File: src/rtl/hsid_pkg.sv
// Shared types and sizing helpers for the hyperspectral distance path.
package hsid_pkg;

  typedef enum logic [1:0] {
    IDLE  = 2'd0,
    ACCUM = 2'd1,
    DONE  = 2'd2
  } sq_acc_state_t;

  // Width that holds (2^dw-1)^2 * (2^lb-1) without wrapping.
  function automatic int acc_width(input int dw, input int lb);
    return 2 * dw + lb;
  endfunction

endpackage

File: src/rtl/hsid_sq_stage.sv
// Registered unsigned squarer, one cycle of latency, valid travels with data.
module hsid_sq_stage #(
  parameter int IN_WIDTH = 16
) (
  input  logic                  clk,
  input  logic                  rst_n,
  input  logic                  in_valid_i,
  input  logic [IN_WIDTH-1:0]   in_data_i,
  output logic                  out_valid_o,
  output logic [2*IN_WIDTH-1:0] out_data_o
);

  logic                  sq_v_q;
  logic [2*IN_WIDTH-1:0] sq_q;

  always_ff @(posedge clk or negedge rst_n) begin
    if (!rst_n) begin
      sq_v_q <= 1'b0;
      sq_q   <= '0;
    end else begin
      sq_v_q <= in_valid_i;
      if (in_valid_i) begin
        sq_q <= (2*IN_WIDTH)'(in_data_i) * (2*IN_WIDTH)'(in_data_i);
      end
    end
  end

  assign out_valid_o = sq_v_q;
  assign out_data_o  = sq_q;

endmodule

File: src/rtl/vctr_sq_acc.sv
// Sum-of-squares reducer: pops vector_length elements from the upstream FIFO,
// squares and accumulates them, then holds the result on a valid/ack handshake.
module vctr_sq_acc
  import hsid_pkg::*;
#(
  parameter int DATA_WIDTH  = 16,
  parameter int LENGTH_BITS = 10,
  parameter int ACC_WIDTH   = acc_width(DATA_WIDTH, LENGTH_BITS)
) (
  input  logic                   clk,
  input  logic                   rst_n,
  input  logic                   start,
  input  logic [LENGTH_BITS-1:0] vector_length,
  output logic                   elem_rd_en,
  input  logic                   elem_empty,
  input  logic [DATA_WIDTH-1:0]  elem_data,
  output logic [ACC_WIDTH-1:0]   acc_out,
  output logic                   acc_valid,
  input  logic                   acc_ack,
  output logic                   idle,
  output logic                   busy,
  output logic                   done
);

  sq_acc_state_t            state_q, state_d;
  logic [LENGTH_BITS-1:0]   len_q;
  logic [LENGTH_BITS-1:0]   issued_q;
  logic [LENGTH_BITS-1:0]   accum_q;
  logic                     rd_q;
  logic [ACC_WIDTH-1:0]     acc_q;
  logic                     sq_v;
  logic [2*DATA_WIDTH-1:0]  sq_data;
  logic                     start_ok;
  logic                     last_acc;

  // Handshake: acc_valid high means acc_out is final; it stays held until a
  // cycle with acc_ack high, after which the block returns to IDLE.
  assign start_ok   = (state_q == IDLE) && start;
  assign elem_rd_en = (state_q == ACCUM) && !elem_empty && (issued_q < len_q);
  assign last_acc   = sq_v && (({1'b0, accum_q} + 1'b1) == {1'b0, len_q});

  hsid_sq_stage #(
    .IN_WIDTH (DATA_WIDTH)
  ) u_sq (
    .clk         (clk),
    .rst_n       (rst_n),
    .in_valid_i  (rd_q),
    .in_data_i   (elem_data),
    .out_valid_o (sq_v),
    .out_data_o  (sq_data)
  );

  always_comb begin
    state_d = state_q;
    case (state_q)
      IDLE:    if (start) state_d = (vector_length == '0) ? DONE : ACCUM;
      ACCUM:   if (last_acc) state_d = DONE;
      DONE:    if (acc_ack) state_d = IDLE;
      default: state_d = IDLE;
    endcase
  end

  always_ff @(posedge clk or negedge rst_n) begin
    if (!rst_n) begin
      state_q  <= IDLE;
      len_q    <= '0;
      issued_q <= '0;
      accum_q  <= '0;
      rd_q     <= 1'b0;
      acc_q    <= '0;
    end else begin
      state_q <= state_d;
      rd_q    <= elem_rd_en;
      if (start_ok) begin
        len_q    <= vector_length;
        issued_q <= '0;
        accum_q  <= '0;
        acc_q    <= '0;
      end else begin
        if (elem_rd_en) issued_q <= issued_q + 1'b1;
        if (sq_v) begin
          acc_q   <= acc_q + ACC_WIDTH'(sq_data);
          accum_q <= accum_q + 1'b1;
        end
      end
    end
  end

  assign acc_out   = acc_q;
  assign acc_valid = (state_q == DONE);
  assign done      = (state_q == DONE);
  assign idle      = (state_q == IDLE);
  assign busy      = (state_q == ACCUM);

endmodule

File: config.mk
export PLATFORM = sky130hd
export DESIGN_NAME = vctr_sq_acc
export DESIGN_NICKNAME = d
export VERILOG_FILES = /design/src/rtl/hsid_pkg.sv /design/src/rtl/hsid_sq_stage.sv /design/src/rtl/vctr_sq_acc.sv
export SDC_FILE = /design/constraint.sdc
export NUM_CORES = 1
export LEC_CHECK = 0
export ABC_AREA = 1
export BUFFER_PORTS_ARGS = -buffer_cell sky130_fd_sc_hd__buf_4
export CAP_MARGIN = 5
export CORE_MARGIN = 5
export CORE_UTILIZATION = 55
export CTS_CLUSTER_SIZE = 10
export DETAILED_ROUTE_END_ITERATION = 8
export GPL_ROUTABILITY_DRIVEN = 1
export PLACE_DENSITY_LB_ADDON = 0.1
export SLEW_MARGIN = 10
export SYNTH_ARGS = -nofsm -noshare
export SYNTH_HDL_FRONTEND = slang
export SYNTH_SLANG_ARGS = --single-unit
File: constraint.sdc
create_clock -name clk -period 2.9 [get_ports clk]
set_input_delay 0 -clock clk [delete_from_list [all_inputs] [get_ports clk]]
set_output_delay 0 -clock clk [all_outputs]
set_load 0.03 [all_outputs]
# --- Word level (Yosys, flattened, before mapping) ---
# Index checks and enable logic that the tools add are counted.
classes:
  n_lt_le_gt_ge: 1
  n_addsub: 4
  n_mux: 11
  n_eq_ne: 6
  mul: 1
  n_reduce_logical: 10
ops:
  columns: ["operator", "n"]
  rows:
  - ["$mux 42", 2]
  - ["$add 42x32->42", 1]
  - ["$mux 10", 4]
  - ["$mul 16x16->32", 1]
  - ["$add 10x1->10 const B", 2]
  - ["$add 10x1->11 const B", 1]
  - ["$eq 11x10->1", 1]
  - ["$logic_not 10->1", 1]
  - ["$lt 10x10->1", 1]
  - ["$mux 2", 4]
  - ["$pmux 2 s3", 1]
  - ["$logic_and 1x1->1", 4]
  - ["$ne 2x1->1 const B", 2]
  - ["$reduce_bool 2->1", 2]
  - ["$reduce_and 3->1", 1]
  - ["$eq 2x1->1 const B", 1]
  - ["$eq 2x2->1 const B", 1]
  - ["$logic_not 2->1", 1]
  - ["$ne 2x2->1 const B", 1]
  - ["$logic_not 1->1", 1]
totals:
  elab_cells: 41
  input_bits: 31
  regBits: 108
  output_inout_bits: 47

# --- Depth between registers and ports, before layout ---
# Gate-level depths: netlist of run 1.
logic_depth:
  word_depth: 5
  ltp_mapped: 28
  depth_no_buf: 26

# --- Modules after synthesis ---
# From an unflattened synthesis of run 1, not the netlist that was laid out.
hier_totals:
  hier_cells: 2162
  hier_area_um2: 15571.2
modules_own_cells:
  columns: ["mod", "area_per_inst_um2", "cells_each", "instances"]
  rows:
  - ["hsid_sq_stage", 9359.0, 1255, 1]
  - ["vctr_sq_acc", 6212.2, 907, 1]

# --- Least setup slack after synthesis of run 1 ---
# OpenSTA, ideal clock, no wires.
synth_timing:
  path_type: "input port to flip-flop"
  from: "input port elem_data[13]"
  to: "register u_sq.sq_q[21] (netlist: u_sq.out_data_o[21])"
  path_buffers: 2
  arrival_ns: 5.121
  slack_ns: -2.339
  required_time_ns: 2.782
  setup_ns: 0.118
  stages: 22
  cell_sequence: "clkbuf_1 clkbuf_1 nand2_1 fa_1 inv_1 fa_1 fa_1 fa_1 fa_1 inv_1 fa_1 inv_1 ha_1 nand2_1 inv_1 a21oi_1 nor2_1 nor2_1 nand3_1 or2_1 nand3_1 nand2_1"
synth_between:
  elab_chain_cells: 1
synth_lines:
  columns: ["item", "line_no", "source"]
  rows:
  - ["start, declared", "vctr_sq_acc.sv:16", "input logic [DATA_WIDTH-1:0] elem_data,"]
  - ["$mul 16x16->32", "hsid_sq_stage.sv:23", "sq_q <= (2*IN_WIDTH)'(in_data_i) * (2*IN_WIDTH)'(in_data_i);"]
  - ["end signal, assigned", "hsid_sq_stage.sv:23", null]
  - ["end, declared", "hsid_sq_stage.sv:14", "logic [2*IN_WIDTH-1:0] sq_q;"]
# Every way passes these cells.
# A chain may end at the register's enable or synchronous reset.

# --- Worst setup path after layout of run 1 ---
layout_timing:
  from: "input port elem_data[9]"
  to: "register u_sq.sq_q[26] (netlist: u_sq.out_data_o[26])"
# The elaborated chain is that of the path after synthesis.

==> results.md, run 1 <==
- Status: finished, violations left
- Failing checks: negative setup slack
- DRT Wirelength: 43600 µm
- Ys async rst share: 100.0%
- Rows: 60
- CP dominant cell by count: fa_1
- Arr. time, crit path: 4.94 ns
- Final setup viols: 26
- Clock Sinks: 107
- Share of cells above drive strength 1: 26.90%
- Yosys reg bits: 107
- # IOs: 78
- Endpoints failing hold: 0
- Setup CP Type: primary input to flip-flop
- Slew HR: 52.23%
- Pre-CTS setup slack: -2.316 ns
- CP max-delay cell: fa_1
- Worst Path Required: 3.15 ns
- Mean Syn Cell Area: 7.256 µm²
- Remaining DRCs: 0
- Finished Layout Cells: 2661
- Most common library cells after synthesis: nand2_1 (565), inv_1 (417), fa_1 (164)
- Fin nets: 2651
- Gpl congestion: 0.9507
- Syn Std Cell Area: 0.01488 mm²
- Slew @ Worst Pin: 0.7143 ns
- Clk buf depth: 2
- Max Fclk: 0.2132 GHz
- EDFF count, synth: 0
- Share of the synthesized area in the top cell type: 22.06%
- Sequential area share after synthesis: 17.99%
- First-pass GRT wire length: 70940 µm
- ANT nets after route: 0
- Area Growth Syn to Fin: 32.05%
- First-pass iteration count of the detailed router: 5
- Routed len/inst: 16.39 µm
- DR vias: 14210
- Detailed Route Iter0 Violations: 911
- Peak per-stage delay on the critical path: 0.57 ns
- Largest net degree at the start of global routing: 64
- Fin Hold WS: 0.02265 ns
- Clk_skew: 0.01430 ns
- Worst Setup Start Kind: primary input
- Finished Core Util: 73.33%
- Synth cell types: 50
- CTS buffer count: 9
- Primary FF master, synth: dfrtp_1
- Die H: 174.5 µm
- Die area: 0.03045 mm²
- Total Routing Usage GR: 28.06%
- Grt total ovfl: 0
- Vias in the first global route: 14710
- Post-DP HPWL: 33040 µm
- Max Cap Violations: 0
- Port Buffer Count: 77
- Slew Limit Fails: 0
- Clk root buf: clkbuf_16
- Initial antenna violation count: 0
- Setup crit end kind: flip-flop
- Clk pin slew, worst setup/hold paths: 0.09 ns
- Crit path time final: 4.691 ns
- N_diodes: 0
- Placed cell count: 2586
- Syn Inst Count: 2051
- Final worst slack: -1.791 ns
- Post-synth net total: 2387
- Top-count cell post-synth: nand2_1
- Max Fanout on Critical Path: 8
- Leading area contributor after synthesis: fa_1
- Yosys warning total: 0
- Clock latency on the worst-skew pair: 0.36 ns
- Worst Hold Class: primary input to flip-flop
- CTS tree: done
- Die W: 174.5 µm
- Via/cell ratio: 5.342
- Initial Utilization: 55.53%
- H-tree depth: 3
- Top cells by area, synth: fa_1 (22%), dfrtp_1 (18%), nand2_1 (14%), ha_1 (12%), inv_1 (11%)
- Period utilization: 161.7%
- RSZ-0062 raised after global routing: true
- Core ar.: 0.02680 mm²
[cell type report]
class	count	area, µm²
fillers	1971	7148
clock inverters	6	65.06
clock buffers	10	229.0
flip-flops and latches	107	2678
inverters	424	1618
repair buffers	306	2861
well taps	341	426.7
multi-input cells	1467	11780
[placed cells by master, fill, tap and decap left out, types with 30 or more instances in the layout]
| master | count |
|---|---|
| nand2_1 | 486 |
| inv_1 | 347 |
| buf_4 | 225 |
| fa_1 | 150 |
| nor2_1 | 119 |
| ha_1 | 110 |
| dfrtp_1 | 107 |
| nand3_1 | 90 |
| a21oi_1 | 83 |
| inv_2 | 67 |
| o21ai_0 | 60 |
| nand2_2 | 47 |
| buf_6 | 37 |
| nand2_4 | 34 |
| ha_4 | 30 |
[path summary, 6_finish.rpt]
path                                     start                  end  slack, ns  cells after the start
setup / recovery                  elem_data[9]  u_sq.out_data_o[26]      -1.79                     25
hold / removal                vector_length[1]             len_q[1]       0.02                      3
setup reg to reg                   acc_out[10]          acc_out[33]       0.59                      9
hold reg to reg            u_sq.out_data_o[19]  u_sq.out_data_o[19]       0.49                      2
max in group asynchronous                rst_n  u_sq.out_data_o[19]       1.95                      3
min in group asynchronous                rst_n           accum_q[6]       0.18                      2
[kinds of logic after synthesis]
kind of cell | synth area share [%]
fa+ha+maj | 33.91
mux | 0.07566
flops | 17.99
buf+inv | 12.27
compound gates | 8.668
xor+xnor | 1.589
simple gates | 25.50
[flip-flops by register name (all words and copies together), names as in the netlist]
| register | flops |
|---|---|
| state_q | 2 |
| rd_q | 1 |
| accum_q | 10 |
| acc_out | 42 |
| issued_q | 10 |
| u_sq.out_data_o | 31 |
| u_sq.out_valid_o | 1 |
| len_q | 10 |
[stage by stage]
stage / instance area [µm²] / TNS [ns]
global placement: 17340 / -47.89
finish: 19650 / -36.02
global route: 19650 / -40.03
CTS: 19130 / -34.55
detailed placement: 17340 / -49.67
floorplan: 15550 / -40.32
[critical path, delay by kind of cell]
kind | cells | cell delay [ns]
buffers and inverters | 8 | 0.74
adder cells (fa/ha/maj) | 7 | 2.90
AND/OR/NAND/NOR | 10 | 1.28
[routing by layer]
metal | vias to the layer above | part of all wire, % | track usage (%)
met5 | - | 0 | 0
met4 | 0 | 3.2 | 8.543
met3 | 103 | 4.2 | 1.718
met2 | 362 | 52 | 51.08
met1 | 6881 | 41 | 35.95
li1 | 6868 | - | -
[timing repair]
item                       CTS  global route
resized for setup          291           110
setup endpoints to repair   26            26
setup buffers               33            13
gates cloned                 1             2
pin swaps                  140           103
hold buffers                12             0
hold endpoints to repair    60             0
Power of run 1 is not shown: default switching activity piles up to over one toggle a cycle in this logic, so the estimate is an artifact.
==> run 2: changes to the inputs <==
--- a/config.mk
+++ b/config.mk
@@ -6,12 +6,13 @@
 export NUM_CORES = 1
 export LEC_CHECK = 0
 export ABC_AREA = 1
-export BUFFER_PORTS_ARGS = -buffer_cell sky130_fd_sc_hd__buf_4
 export CAP_MARGIN = 5
 export CORE_MARGIN = 5
 export CORE_UTILIZATION = 55
+export CTS_BUF_LIST = sky130_fd_sc_hd__clkbuf_16
 export CTS_CLUSTER_SIZE = 10
 export DETAILED_ROUTE_END_ITERATION = 8
+export DONT_BUFFER_PORTS = 1
 export GPL_ROUTABILITY_DRIVEN = 1
 export PLACE_DENSITY_LB_ADDON = 0.1
 export SLEW_MARGIN = 10
==> run 2 against run 1 <==
Effect of this change: register-to-register slack got worse by 0.33 ns; sequential cell count did not move; utilization fell by 6.2 points; the run still ends with negative setup slack left; wire length fell by 5.5%; largest cell class unchanged; highest routed layer unchanged; sequential share of layout area rose by 1.3 points; count of clock-buffer cells in the layout fell by 1; non-clock buffer count fell by 141; cell area fell by 8.4%; worst setup slack improved by 0.28 ns; clock skew rose by 0.0043 ns; global-route usage fell by 1.0 points.
==> results.md, run 2 (synthesis results as in run 1) <==
- Met1 Usage GRT: 34.80% (was 35.95%)
- Endpoints failing hold: 0 (unchanged)
- ANT nets after route: 0 (unchanged)
- Clk pin slew, worst setup/hold paths: 0.09 ns (about the same)
- GRT busiest layer: met2 (unchanged)
- Worst Setup Start Kind: primary input (unchanged)
- Max reg flops: 42 (unchanged)
- H-tree depth: 3 (unchanged)
- Clk root buf: clkbuf_16 (unchanged)
- Reg2Reg Depth: 14 (was 9)
- Pre-CTS setup slack: -1.971 ns (was -2.316 ns)
- Fillers: 2274 (was 1971)
- Crit path time final: 4.407 ns (was 4.691 ns)
- Rows: 60 (unchanged)
- DR vias: 13430 (was 14210)
- Reg2Reg Setup Slack: 0.26 ns (was 0.59 ns)
- Die H: 174.5 µm (unchanged)
- Commonest non-fill, non-tap cells in the layout: nand2_1 (504), inv_1 (363), fa_1 (155) (was nand2_1 (486), inv_1 (347), buf_4 (225))
- Remaining DRCs: 0 (unchanged)
- Reg-to-Reg Start: accum_q[0] (was acc_out[10])
- Clock latency on the worst-skew pair: 0.37 ns (was 0.36 ns)
- Clock Sinks: 107 (unchanged)
- Routed len/inst: 16.36 µm (was 16.39 µm)
- DRT Wirelength: 41220 µm (was 43600 µm)
- Die W: 174.5 µm (unchanged)
- Initial Utilization: 55.53% (unchanged)
- CTS tree: done (unchanged)
- Final setup TNS: -31.15 ns (was -36.02 ns)
- Max Fclk: 0.2269 GHz (was 0.2132 GHz)
- Failing checks: negative setup slack (unchanged)
- Worst Path Buf+Inv: 9 (was 8)
- First-pass GRT wire length: 68000 µm (was 70940 µm)
- RSZ-0062 raised after global routing: true (unchanged)
- Reg2reg end: state_q[1] (was acc_out[33])
- M3 GR Usage: 2.545% (was 1.718%)
- Period utilization: 151.9% (was 161.7%)
- Fin nets: 2510 (was 2651)
- Hold Crit Endpoint: len_q[9] (was len_q[1])
- Share of cells above drive strength 1: 19.42% (was 26.90%)
- Met2 Use GR: 47.75% (was 51.08%)
- Core ar.: 0.02680 mm² (unchanged)
- Cells along the critical path: nand2_8 -> inv_4 -> fa_1 -> inv_2 -> fa_1 -> inv_2 -> fa_2 -> inv_2 -> fa_1 -> inv_2 -> fa_1 -> inv_1 -> fa_1 -> inv_2 -> ha_4 -> inv_1 -> nand2_4 -> a31oi_4 -> buf_6 -> nor2_2 -> o21bai_1 -> nand4_1 -> nand3_2 -> nand2_1
- CP top delay family: adder cells (unchanged)
- Status: finished, violations left (unchanged)
- Via/cell ratio: 5.330 (was 5.342)
- WHS Path Cells: 4 (was 3)
- Die area: 0.03045 mm² (unchanged)
- Largest net degree at the start of global routing: 108 (was 64)
- Area Growth Syn to Fin: 20.93% (was 32.05%)
- Gpl congestion: 0.9746 (was 0.9507)
- Worst Path Required: 3.15 ns (about the same)
- Clk buf depth: 2 (unchanged)
- Slew HR: 53.74% (was 52.23%)
- Vias in the first global route: 13880 (was 14710)
- # IOs: 78 (unchanged)
- Slew @ Worst Pin: 0.6916 ns (was 0.7143 ns)
- Port Buffer Count: 0 (was 77)
- Commonest non-fill, non-tap cell in the layout: nand2_1 (unchanged)
- Detailed Route Iter0 Violations: 793 (was 911)
- Setup crit end kind: flip-flop (unchanged)
- Initial antenna violation count: 0 (unchanged)
- Setup CP Type: primary input to flip-flop (unchanged)
- Worst Hold Class: primary input to flip-flop (unchanged)
- HP Start: start (was vector_length[1])
- Slew Limit Fails: 0 (unchanged)
- Max Fanout on Critical Path: 16 (was 8)
- CP max-delay cell: fa_2 (was fa_1)
- N_diodes: 0 (unchanged)
- Post-DP HPWL: 32430 µm (was 33040 µm)
- CTS buffer count: 9 (unchanged)
- Grt total ovfl: 0 (unchanged)
- Total Routing Usage GR: 27.01% (was 28.06%)
- Arr. time, crit path: 4.65 ns (was 4.94 ns)
- Clk_skew: 0.01855 ns (was 0.01430 ns)
- Peak per-stage delay on the critical path: 0.56 ns (was 0.57 ns)
- Max Cap Violations: 0 (unchanged)
- First-pass iteration count of the detailed router: 7 (was 5)
- Final setup viols: 25 (was 26)
- Final worst slack: -1.507 ns (was -1.791 ns)
-- run 2: cell types whose count changed in the layout (fill, tap and decap cells not counted), moves of 16 or more --
cell and change:
nand2_1 +18, buf_4 -100, inv_1 +16, buf_12 -18, inv_2 -17, buf_6 -20
-- run 2: layout make-up --
cell class              instances  area (µm²)  area share, %
multi-input cells            1467       11560          64.26
flip-flops and latches        107        2678          14.88
inverters                     424        1627          9.038
repair buffers                165        1418          7.877
well taps                     341       426.7          2.371
clock buffers                   9       225.2          1.251
clock inverters                 6       58.81         0.3268
-- run 2: worst max path at each step --
| stage | depth (start not counted) | slack, ns | startpoint | to |
|---|---|---|---|---|
| after floorplan | 26 | -1.87 | elem_data[9] | u_sq.out_data_o[22] |
| after global placement | 22 | -1.86 | elem_data[4] | u_sq.out_data_o[31] |
| after detailed placement | 20 | -1.97 | elem_data[4] | u_sq.out_data_o[15] |
| after CTS | 25 | -1.42 | elem_data[3] | u_sq.out_data_o[26] |
| after global routing | 25 | -1.72 | elem_data[3] | u_sq.out_data_o[26] |
| final | 24 | -1.51 | elem_data[3] | u_sq.out_data_o[26] |
-- run 2: worst reg2reg max path, stage by stage, from the launching register on --
cell	delay (ns)
dfrtp_1	0.57
ha_1	0.45
inv_1	0.08
nand2_1	0.09
nand2_1	0.07
nand2_1	0.06
nand2_1	0.04
nor2_1	0.13
nand3_1	0.10
nor3_2	0.13
nand3_1	0.10
nand2_1	0.10
nand3_1	0.08
nand2_1	0.06
dlygate4sd3_1	0.55
-- run 2: per-stage QoR --
stage / instance area [µm²] / hold WS [ns] / util (%) / cells
2_1_floorplan: 15550 / -0.2956 / - / 2051
3_3_place_gp: 16410 / -0.2928 / 61.23 / 2469
3_5_place_dp: 16410 / -0.2928 / 61.23 / 2469
4_1_cts: 17530 / 0.06290 / 65.40 / 2512
5_1_grt: 18000 / 0.09512 / 67.15 / 2519
6_report: 18000 / 0.05917 / 67.15 / 2519
-- run 2: routing by layer --
layer	routed length (µm)	vias to the layer above	part of all wire, %
met4	1430	0	3.5
li1	-	6584	-
met1	17940	6385	44
met5	0	-	0
met3	1738	92	4.2
met2	20110	366	49
-- run 2: timing repair --
action                                 in CTS  in global routing
hold buffers                               19                  0
gates resized for setup                   156                102
cloned                                      0                  0
setup endpoints to repair                  25                 25
endpoints found under the hold margin     133                  0
pin swaps                                  86                 74
buffers inserted                           10                  9
Power of run 2 is left out for the same reason.
